===== src/rtl/effect_mem_scheduler.sv =====
// effect_mem_scheduler
// Per-sample sequencer that owns the single-port sample memory. For each
// start pulse it writes the ADC sample at the circular write pointer, reads
// the chorus tap (LFO-modulated delay) and the reverb tap (fixed delay), then
// mixes the taps into one saturated output word.
//
// Ports:
//   clk        system clock
//   reset      asynchronous active-low reset
//   start      one-cycle sample-begin pulse (accepted only in IDLE)
//   sample_in  ADC sample, latched when start is accepted
//   chorus_on  chorus tap enable, sampled in MIX
//   reverb_on  reverb tap enable, sampled in MIX
//   mem_addr   memory address
//   mem_we     memory write enable
//   mem_wdata  zero-extended sample
//   mem_rdata  memory read data, synchronous, 1-cycle latency
//   mix_out    mixed sample
//   mix_valid  one-cycle pulse when mix_out updates
//   busy       high in every state except IDLE
//   overrun    one-cycle pulse, registered: it appears in the cycle after
//              the edge that sampled start in a non-IDLE state
//
// All outputs are registered. Memory controls are computed for the state
// being entered, so each state sees its own address on the bus.

module effect_mem_scheduler #(
    parameter int unsigned ADDR_W     = 12,
    parameter int unsigned DATA_W     = 12,
    parameter int unsigned REV_DELAY  = 3000,
    parameter int unsigned CHOR_BASE  = 300,
    parameter int unsigned CHOR_DEPTH = 128,
    parameter int unsigned LFO_DIV    = 64
) (
    input  logic              clk,
    input  logic              reset,
    input  logic              start,
    input  logic [DATA_W-1:0] sample_in,
    input  logic              chorus_on,
    input  logic              reverb_on,
    output logic [ADDR_W-1:0] mem_addr,
    output logic              mem_we,
    output logic [15:0]       mem_wdata,
    input  logic [15:0]       mem_rdata,
    output logic [DATA_W-1:0] mix_out,
    output logic              mix_valid,
    output logic              busy,
    output logic              overrun
);

    localparam int unsigned MEM_W = 16;
    localparam int unsigned SUM_W = DATA_W + 2;
    localparam int unsigned LFO_W = $clog2(CHOR_DEPTH + 1);
    localparam int unsigned CNT_W = (LFO_DIV > 1) ? $clog2(LFO_DIV) : 1;

    localparam logic [2:0] S_IDLE = 3'd0;
    localparam logic [2:0] S_WR   = 3'd1;
    localparam logic [2:0] S_RC   = 3'd2;
    localparam logic [2:0] S_RR   = 3'd3;
    localparam logic [2:0] S_CR   = 3'd4;
    localparam logic [2:0] S_MIX  = 3'd5;

    localparam logic [ADDR_W-1:0] FILL_MAX = '1;
    localparam logic [DATA_W-1:0] SAT_MAX  = '1;

    // state and datapath registers
    logic [2:0]        r_state;
    logic [ADDR_W-1:0] r_wptr;
    logic [ADDR_W-1:0] r_fill;
    logic [LFO_W-1:0]  r_lfo;
    logic              r_lfo_up;
    logic [CNT_W-1:0]  r_lfo_cnt;
    logic [DATA_W-1:0] r_sample;
    logic [DATA_W-1:0] r_chor;
    logic [DATA_W-1:0] r_rev;

    // output registers
    logic [ADDR_W-1:0] r_mem_addr;
    logic              r_mem_we;
    logic [MEM_W-1:0]  r_mem_wdata;
    logic [DATA_W-1:0] r_mix_out;
    logic              r_mix_valid;
    logic              r_busy;
    logic              r_overrun;

    // next-state values
    logic [2:0]        w_state_nxt;
    logic [ADDR_W-1:0] w_wptr_nxt;
    logic [ADDR_W-1:0] w_fill_nxt;
    logic [LFO_W-1:0]  w_lfo_nxt;
    logic              w_lfo_up_nxt;
    logic [CNT_W-1:0]  w_lfo_cnt_nxt;
    logic [DATA_W-1:0] w_sample_nxt;
    logic [DATA_W-1:0] w_chor_nxt;
    logic [DATA_W-1:0] w_rev_nxt;
    logic [ADDR_W-1:0] w_mem_addr_nxt;
    logic              w_mem_we_nxt;
    logic [MEM_W-1:0]  w_mem_wdata_nxt;
    logic [DATA_W-1:0] w_mix_out_nxt;
    logic              w_mix_valid_nxt;
    logic              w_overrun_nxt;

    // datapath helpers
    logic [ADDR_W-1:0] w_chor_addr;
    logic [ADDR_W-1:0] w_rev_addr;
    logic              w_chor_ok;
    logic              w_rev_ok;
    logic [SUM_W-1:0]  w_chor_term;
    logic [SUM_W-1:0]  w_rev_term;
    logic [SUM_W-1:0]  w_sum;
    logic [DATA_W-1:0] w_mix_sat;
    logic [LFO_W-1:0]  w_lfo_inc;
    logic [LFO_W-1:0]  w_lfo_dec;
    logic              w_rdata_unused;

    // upper memory bits carry only zero padding
    assign w_rdata_unused = ^mem_rdata[MEM_W-1:DATA_W];

    // tap addresses wrap naturally at ADDR_W bits
    assign w_chor_addr = r_wptr - ADDR_W'(CHOR_BASE) - ADDR_W'(r_lfo);
    assign w_rev_addr  = r_wptr - ADDR_W'(REV_DELAY);

    // warm-up gating keeps unwritten memory out of the mix
    assign w_rev_ok  = (r_fill >= ADDR_W'(REV_DELAY));
    assign w_chor_ok = (r_fill >= ADDR_W'(CHOR_BASE + CHOR_DEPTH));

    // unsigned mix with saturation
    assign w_chor_term = (chorus_on && w_chor_ok) ? SUM_W'(r_chor >> 1) : '0;
    assign w_rev_term  = (reverb_on && w_rev_ok)  ? SUM_W'(r_rev >> 1)  : '0;
    assign w_sum       = SUM_W'(r_sample) + w_chor_term + w_rev_term;
    assign w_mix_sat   = (w_sum > SUM_W'(SAT_MAX)) ? SAT_MAX : w_sum[DATA_W-1:0];

    assign w_lfo_inc = r_lfo + LFO_W'(1);
    assign w_lfo_dec = r_lfo - LFO_W'(1);

    // next-state and registered-output logic
    always_comb begin
        w_state_nxt     = r_state;
        w_wptr_nxt      = r_wptr;
        w_fill_nxt      = r_fill;
        w_lfo_nxt       = r_lfo;
        w_lfo_up_nxt    = r_lfo_up;
        w_lfo_cnt_nxt   = r_lfo_cnt;
        w_sample_nxt    = r_sample;
        w_chor_nxt      = r_chor;
        w_rev_nxt       = r_rev;
        w_mem_addr_nxt  = r_wptr;
        w_mem_we_nxt    = 1'b0;
        w_mem_wdata_nxt = r_mem_wdata;
        w_mix_out_nxt   = r_mix_out;
        w_mix_valid_nxt = 1'b0;
        w_overrun_nxt   = 1'b0;

        case (r_state)
            S_IDLE: begin
                if (start) begin
                    w_sample_nxt    = sample_in;
                    w_state_nxt     = S_WR;
                    w_mem_we_nxt    = 1'b1;
                    w_mem_wdata_nxt = MEM_W'(sample_in);
                end
            end
            S_WR: begin
                w_state_nxt    = S_RC;
                w_mem_addr_nxt = w_chor_addr;
            end
            S_RC: begin
                w_state_nxt    = S_RR;
                w_mem_addr_nxt = w_rev_addr;
            end
            S_RR: begin
                // chorus read was issued in RC, data is on the bus now
                w_state_nxt = S_CR;
                w_chor_nxt  = mem_rdata[DATA_W-1:0];
            end
            S_CR: begin
                w_state_nxt = S_MIX;
                w_rev_nxt   = mem_rdata[DATA_W-1:0];
            end
            S_MIX: begin
                w_state_nxt     = S_IDLE;
                w_mix_out_nxt   = w_mix_sat;
                w_mix_valid_nxt = 1'b1;
                w_wptr_nxt      = r_wptr + ADDR_W'(1);
                w_mem_addr_nxt  = r_wptr + ADDR_W'(1);
                if (r_fill != FILL_MAX) begin
                    w_fill_nxt = r_fill + ADDR_W'(1);
                end
                // triangle LFO: one step every LFO_DIV samples
                if (r_lfo_cnt == CNT_W'(LFO_DIV - 1)) begin
                    w_lfo_cnt_nxt = '0;
                    if (r_lfo_up) begin
                        w_lfo_nxt = w_lfo_inc;
                        if (w_lfo_inc == LFO_W'(CHOR_DEPTH)) begin
                            w_lfo_up_nxt = 1'b0;
                        end
                    end else begin
                        w_lfo_nxt = w_lfo_dec;
                        if (w_lfo_dec == '0) begin
                            w_lfo_up_nxt = 1'b1;
                        end
                    end
                end else begin
                    w_lfo_cnt_nxt = r_lfo_cnt + CNT_W'(1);
                end
            end
            default: begin
                w_state_nxt = S_IDLE;
            end
        endcase

        // a start outside IDLE (including MIX) is reported and dropped
        if (start && (r_state != S_IDLE)) begin
            w_overrun_nxt = 1'b1;
        end
    end

    // state register
    always_ff @(posedge clk or negedge reset) begin
        if (!reset) begin
            r_state <= S_IDLE;
        end else begin
            r_state <= w_state_nxt;
        end
    end

    // datapath and output registers
    always_ff @(posedge clk or negedge reset) begin
        if (!reset) begin
            r_wptr      <= '0;
            r_fill      <= '0;
            r_lfo       <= '0;
            r_lfo_up    <= 1'b1;
            r_lfo_cnt   <= '0;
            r_sample    <= '0;
            r_chor      <= '0;
            r_rev       <= '0;
            r_mem_addr  <= '0;
            r_mem_we    <= 1'b0;
            r_mem_wdata <= '0;
            r_mix_out   <= '0;
            r_mix_valid <= 1'b0;
            r_busy      <= 1'b0;
            r_overrun   <= 1'b0;
        end else begin
            r_wptr      <= w_wptr_nxt;
            r_fill      <= w_fill_nxt;
            r_lfo       <= w_lfo_nxt;
            r_lfo_up    <= w_lfo_up_nxt;
            r_lfo_cnt   <= w_lfo_cnt_nxt;
            r_sample    <= w_sample_nxt;
            r_chor      <= w_chor_nxt;
            r_rev       <= w_rev_nxt;
            r_mem_addr  <= w_mem_addr_nxt;
            r_mem_we    <= w_mem_we_nxt;
            r_mem_wdata <= w_mem_wdata_nxt;
            r_mix_out   <= w_mix_out_nxt;
            r_mix_valid <= w_mix_valid_nxt;
            r_busy      <= (w_state_nxt != S_IDLE);
            r_overrun   <= w_overrun_nxt;
        end
    end

    assign mem_addr  = r_mem_addr;
    assign mem_we    = r_mem_we;
    assign mem_wdata = r_mem_wdata;
    assign mix_out   = r_mix_out;
    assign mix_valid = r_mix_valid;
    assign busy      = r_busy;
    assign overrun   = r_overrun;

endmodule


===== config.mk =====
export PLATFORM = sky130hd
export DESIGN_NAME = effect_mem_scheduler
export DESIGN_NICKNAME = d
export VERILOG_FILES = /design/src/rtl/effect_mem_scheduler.sv
export SDC_FILE = /design/constraint.sdc
export NUM_CORES = 1
export LEC_CHECK = 0
export ABC_AREA = 1
export CAP_MARGIN = 20
export CELL_PAD_IN_SITES_DETAIL_PLACEMENT = 0
export CELL_PAD_IN_SITES_GLOBAL_PLACEMENT = 1
export CORE_MARGIN = 5
export CORE_UTILIZATION = 43
export CTS_BUF_LIST = sky130_fd_sc_hd__clkbuf_2 sky130_fd_sc_hd__clkbuf_4 sky130_fd_sc_hd__clkbuf_8
export DETAILED_ROUTE_END_ITERATION = 16
export GPL_TIMING_DRIVEN = 0
export PLACE_DENSITY = 0.89
export RECOVER_POWER = 100
export SETUP_SLACK_MARGIN = 0.1
export SYNTH_ARGS = -nofsm -noshare
export SYNTH_HDL_FRONTEND = slang
export SYNTH_SLANG_ARGS = --single-unit
export TNS_END_PERCENT = 30

===== constraint.sdc =====
create_clock -name clk -period 3.5 [get_ports clk]
set_input_delay 0.525 -clock clk [delete_from_list [all_inputs] [get_ports clk]]
set_output_delay 0.525 -clock clk [all_outputs]
set_load 0.005 [all_outputs]

# == Word level (Yosys, flattened, before mapping) ==
# Cells that the tools add are included.
# Widths: inputs -> output; s select.
# totals
register_bits,106
out_inout_bits,44
word_cells,61
# op_classes
add_sub_neg,10
order_cmp,3
eq_ne,8
mux,15
reduce_logical,10
# ops
op,n
$pmux 12 s3,1
$add 12x1->12 const B,2
$mux 11,2
$pmux 3 s5,1
$add 13x11->14,1
$gt 14x12->1 const B,1
$add 12x11->13,1
$ge 12x12->1 const B,1
$ge 12x9->1 const B,1
$mux 12,1
$ne 12x12->1 const B,1
$sub 12x12->12 const B,1
$sub 12x8->12,1
$sub 12x9->12 const B,1
$add 8x1->8 const B,1
$eq 8x8->1 const B,1
$logic_not 8->1,1
$mux 8,1
$sub 8x1->8 const B,1
$mux 1,7
$add 6x1->6 const B,1
$eq 3x2->1 const B,2
$eq 3x3->1 const B,2
$eq 6x6->1 const B,1
7 further kinds,12

# == Longest topological paths before layout ==
# logic_depth
depth_word,7
mapped_depth,20
depth_no_buf,20

# == Worst setup path before layout ==
# OpenSTA, ideal clock, no wires.
# synth_timing
path_kind,register -> register
start,register r_fill[3]
end,register r_mix_out[3] (netlist: mix_out[3])
setup_time_ns,0.119
t_arrival_ns,2.770
required_ns,3.381
slack_ns,0.611
path_stages_with_launch,16
period_less_slack_ns,2.889
cell_sequence,dfrtp_1 -> nand2_1 -> nor4_1 -> o21ai_0 -> nand2_1 -> nand2_2 -> nor2_1 -> fa_1 -> ha_1 -> nand2_1 -> nand3_1 -> and3_1 -> nor2_2 -> buf_4 -> nand3_1 -> o21a_1
# synth_between
elab_chain_len,7
word_cells_on_any_way,10
# synth_rtl
item,line,rtl
start: declaration,69,logic [ADDR_W-1:0] r_fill;
start signal: assignment,247,r_fill <= w_fill_nxt;
$ge 12x9->1,125,assign w_chor_ok = (r_fill >= ADDR_W'(CHOR_BASE + CHOR_DEPTH));
$logic_and 1x1->1,128,assign w_chor_term = (chorus_on && w_chor_ok) ? SUM_W'(r_chor >> 1) : '0;
$mux 11,128,
$add 12x11->13,130,assign w_sum = SUM_W'(r_sample) + w_chor_term + w_rev_term;
$add 13x11->14 (*),130,
$gt 14x12->1,131,assign w_mix_sat = (w_sum > SUM_W'(SAT_MAX)) ? SAT_MAX : w_sum[DATA_W-1:0];
$mux 12 (*),131,
end signal: assignment,257,r_mix_out <= w_mix_out_nxt;
end: declaration,81,logic [DATA_W-1:0] r_mix_out;
# Every way passes the cells marked *; elsewhere a longest branch is shown, timed or not.
# A chain may end at the register's enable or synchronous reset.

# == Final worst setup path ==
# layout_timing
start,register r_fill[6]
end,register r_mix_out[10] (netlist: mix_out[10])
# The elaborated chain is that of the path after synthesis.

==> impl_metrics.yaml <==
final_layout:
  area_delta_synth_final_pct: 19.2
  multiInputGateArea_um2: 3520
  ff_latch_area_um2: 2610
  diodes: 0
  drive_gt1_frac: 0.0672
  fillCellCount: 1469
  layout.nets: 1031
floorplan:
  fp.dieW_um: 134
  start_util: 0.435
  die_h_um: 134
  fp-row-count: 45
  core_area_um2: 15100
  ioPinCount: 77
  dieArea_um2: 17900
power:
  netSwitchingFraction: 0.381
  p_leak_nw: 3.88
  p_int_mw: 2.64
  peakVddDrop_uv: 289
  power_frac_clock: 0.191
  switching_power_mw: 1.62
  p_seq_frac: 0.423
  power.density_nw_per_um2: 543
  p_comb_frac: 0.385
sta:
  clock_skew_ns: 0.0211
  max_slew_margin: -0.689
  min_period_ns: 3.25
  finalSetupViolCount: 0
  finalSetupTns_ns: 0
  max_freq_mhz: 308
  rsz0062_at_grt: "yes"
  setup_ws_ns: 0.250
  hold_slack_ns: 0.478
  tightest_slew_ns: 2.53
  slew_violations: 46
  period_share: 0.928
  finalHoldViolations: 0
outcome:
  violations: "capacitance limit, slew limit"
  status: "finished, violations left"
placement:
  dp_hpwl_um: 12100
  globalplace.congestion: 0.863
  dpl_worst_slack_ns: 0.114
  port-buffer-count: 67
global_routing:
  grt_pass1_vias: 5561
  antenna_found_initial: 0
  grtUsageTotal: 0.185
  grt_pass1_wl_um: 26700
  grt_max_degree: 60
  grt.overflow.total: 0
synthesis:
  synth_top_family_by_area: "simple AND/OR/NAND/NOR gates"
  synth_area_per_cell_um2: 7.67
  synth_most_common_cell: "nand2_1"
  syn-cell-area_um2: 6590
  synthDistinctLibCells: 44
  synthMuxAreaShare: 0
  synth_ff_type: "dfrtp_1"
  ys_ff_latch: 104
  synth_area_leaders: "dfrtp_1 39%, nand2_1 13%, ha_1 7.0%"
  yosys.area_share.adder: 0.110
  yosysSeqAreaShare: 0.395
  synth_top_area_frac: 0.391
  yosys-top-cells-count: "224 x nand2_1, 112 x inv_1, 103 x dfrtp_1, 90 x nor2_1, 69 x nand3_1"
  synthArstFlopShare: 1.00
  synth_edf_count: 0
  syn_inst: 860
  ys_warn_count: 0
  synthXorXnorAreaFrac: 0.0319
  synth-compound-area-share: 0.0987
  yosys.area.top_type: "dfrtp_1"
  synthSimpleGateAreaFrac: 0.281
clock_network:
  clock-root-buffer: "clkbuf_8"
  clock_insertion_delay_worst_skew_ns: 0.40
  cts.sinks: 104
  cts_tree: "yes"
  clkSlewWorstSetupHoldPaths_ns: 0.11
  htreeDepth: 3
  cts_hold_buf: 0
  cts_buffers: 9
  cts.path.max_buffers: 2
run:
  cap_violations: 1
routing:
  viasPerCell: 5.01
  wl_per_cell_um: 14.2
  route.vias.total: 5719
  route.detailed.drc: 0
  first_pass_iters: 5
  drtAntennaViolNets: 0
  drt-total-wl_um: 16200
  drt_iter0_drc: 317
critical_path:
  crit_chain: "inv_1, nand2_1, nor4_4, o21ai_2, nand2_2, nand2_4, buf_6, nor2_2, fa_1, ha_2, nand2_1, nor2_1, nand2_1, nand3_1, nor2_4, buf_4, nand3_1, nand2_1, nand2_1"
  crit_fanout: 6
  max_stage_delay_ns: 0.43
  end_kind: "register"
  arrival_ns: 3.54
  worstSetupPathType: "reg -> reg"
  startpoint_type: "register"
  cpMaxStageDelayCell: "dfrtp_1"
  required_ns: 3.79
  crit_path_frequent_cell: "nand2_1"
worst_hold_path:
  hp-class: "reg -> reg"
==> per-layer routing <==
metal	track usage	vias up	part of all wire	wire, um
li1	-	2935	-	-
met1	0.251	2661	0.49	7930
met2	0.307	116	0.46	7470
met3	0.0458	7	0.045	723
met4	0.0257	0	0.0051	83
met5	0	-	0	0
==> layout by cell type, fill, tap and decap left out, types with 11 or more instances in the layout <==
| cell | count |
|---|---|
| nand2_1 | 225 |
| inv_1 | 115 |
| dfrtp_1 | 102 |
| nor2_1 | 84 |
| nand3_1 | 67 |
| o21ai_0 | 55 |
| dlygate4sd3_1 | 41 |
| a21oi_1 | 33 |
| ha_1 | 30 |
| clkdlybuf4s50_1 | 25 |
| xor2_1 | 18 |
| nand4_1 | 16 |
| clkbuf_1 | 13 |
| fa_1 | 13 |
| nor3_1 | 11 |
==> worst paths after layout <==
check	from	endpoint	slack [ns]	depth (start not counted)
max	r_fill[6]$_DFFE_PN0P_	mix_out[10]$_DFFE_PN0P_	0.25	19
min	r_lfo_cnt[4]$_DFFE_PN0P_	r_lfo_cnt[4]$_DFFE_PN0P_	0.48	1
max reg2reg	r_fill[6]$_DFFE_PN0P_	mix_out[10]$_DFFE_PN0P_	0.25	19
min reg2reg	r_lfo_cnt[4]$_DFFE_PN0P_	r_lfo_cnt[4]$_DFFE_PN0P_	0.48	1
max in group asynchronous	reset	mix_valid$_DFF_PN0_	1.16	1
min in group asynchronous	reset	r_fill[0]$_DFFE_PN0P_	0.91	1
==> stage by stage <==
stage          power, mW  std cells   util  instance area [um2]
6_report            4.26       1141  0.519                 7860
5_1_grt             4.61       1141  0.519                 7860
4_1_cts             4.36       1136  0.512                 7760
2_1_floorplan       2.73        863      -                 6600
3_5_place_dp        3.53       1119  0.497                 7530
3_3_place_gp        3.51       1118  0.496                 7510
==> final cells by class <==
| cell class | instances | area share |
|---|---|---|
| Sequential cell | 104 | 0.332 |
| Tap cell | 188 | 0.0299 |
| Inverter | 117 | 0.0559 |
| Multi-Input combinational cell | 622 | 0.448 |
| Clock buffer | 9 | 0.0158 |
| Timing Repair Buffer | 74 | 0.0943 |
| Clock inverter | 7 | 0.0113 |
| Buffer | 20 | 0.0129 |
==> worst max-delay path: cells and delay by family (launching register included) <==
kind,cells,cell delay (ns)
simple gates,13,1.41
flops,1,0.43
compound gates,1,0.10
fa+ha+maj,2,0.76
buf+inv,3,0.43
==> cell families (layout without fill, tap and decap cells) <==
kind of cell / after synthesis / in the layout
buffers and inverters: 137 / 227
and+or+nand+nor: 429 / 429
AOI/OAI and AO/OA: 115 / 115
adders and majority gates: 50 / 50
DFF: 104 / 104
other: 1 / 4
xor gates and xnor gates: 24 / 24
==> registers in the layout (all words and copies together) (netlist names) <==
signal / cells
mem_addr: 12
r_fill: 12
r_lfo_up: 1
r_wptr: 12
r_lfo: 8
overrun: 1
r_state: 3
r_lfo_cnt: 6
mix_out: 12
r_rev: 11
r_sample: 12
mem_we: 1
mix_valid: 1
busy: 1
r_chor: 11
==> power groups by stage <==
| stage | Sequential, mW | Combinational, mW | Clock [mW] |
|---|---|---|---|
| finish | 1.80 | 1.64 | 0.816 |
| global route | 1.86 | 1.87 | 0.884 |
| CTS | 1.82 | 1.71 | 0.836 |
| detailed placement | 1.84 | 1.69 | 0 |
| global placement | 1.84 | 1.67 | 0 |
| floorplan | 1.81 | 0.923 | 0 |
==> repair_timing <==
action,4_1_cts,5_1_grt
cloned,0,1
gates resized for setup,1,36
pin swaps,0,9
setup endpoints to repair,7,12
hold endpoints to repair,0,0
setup buffers,1,4
No activity file was read; power rests on OpenSTA's default activity.
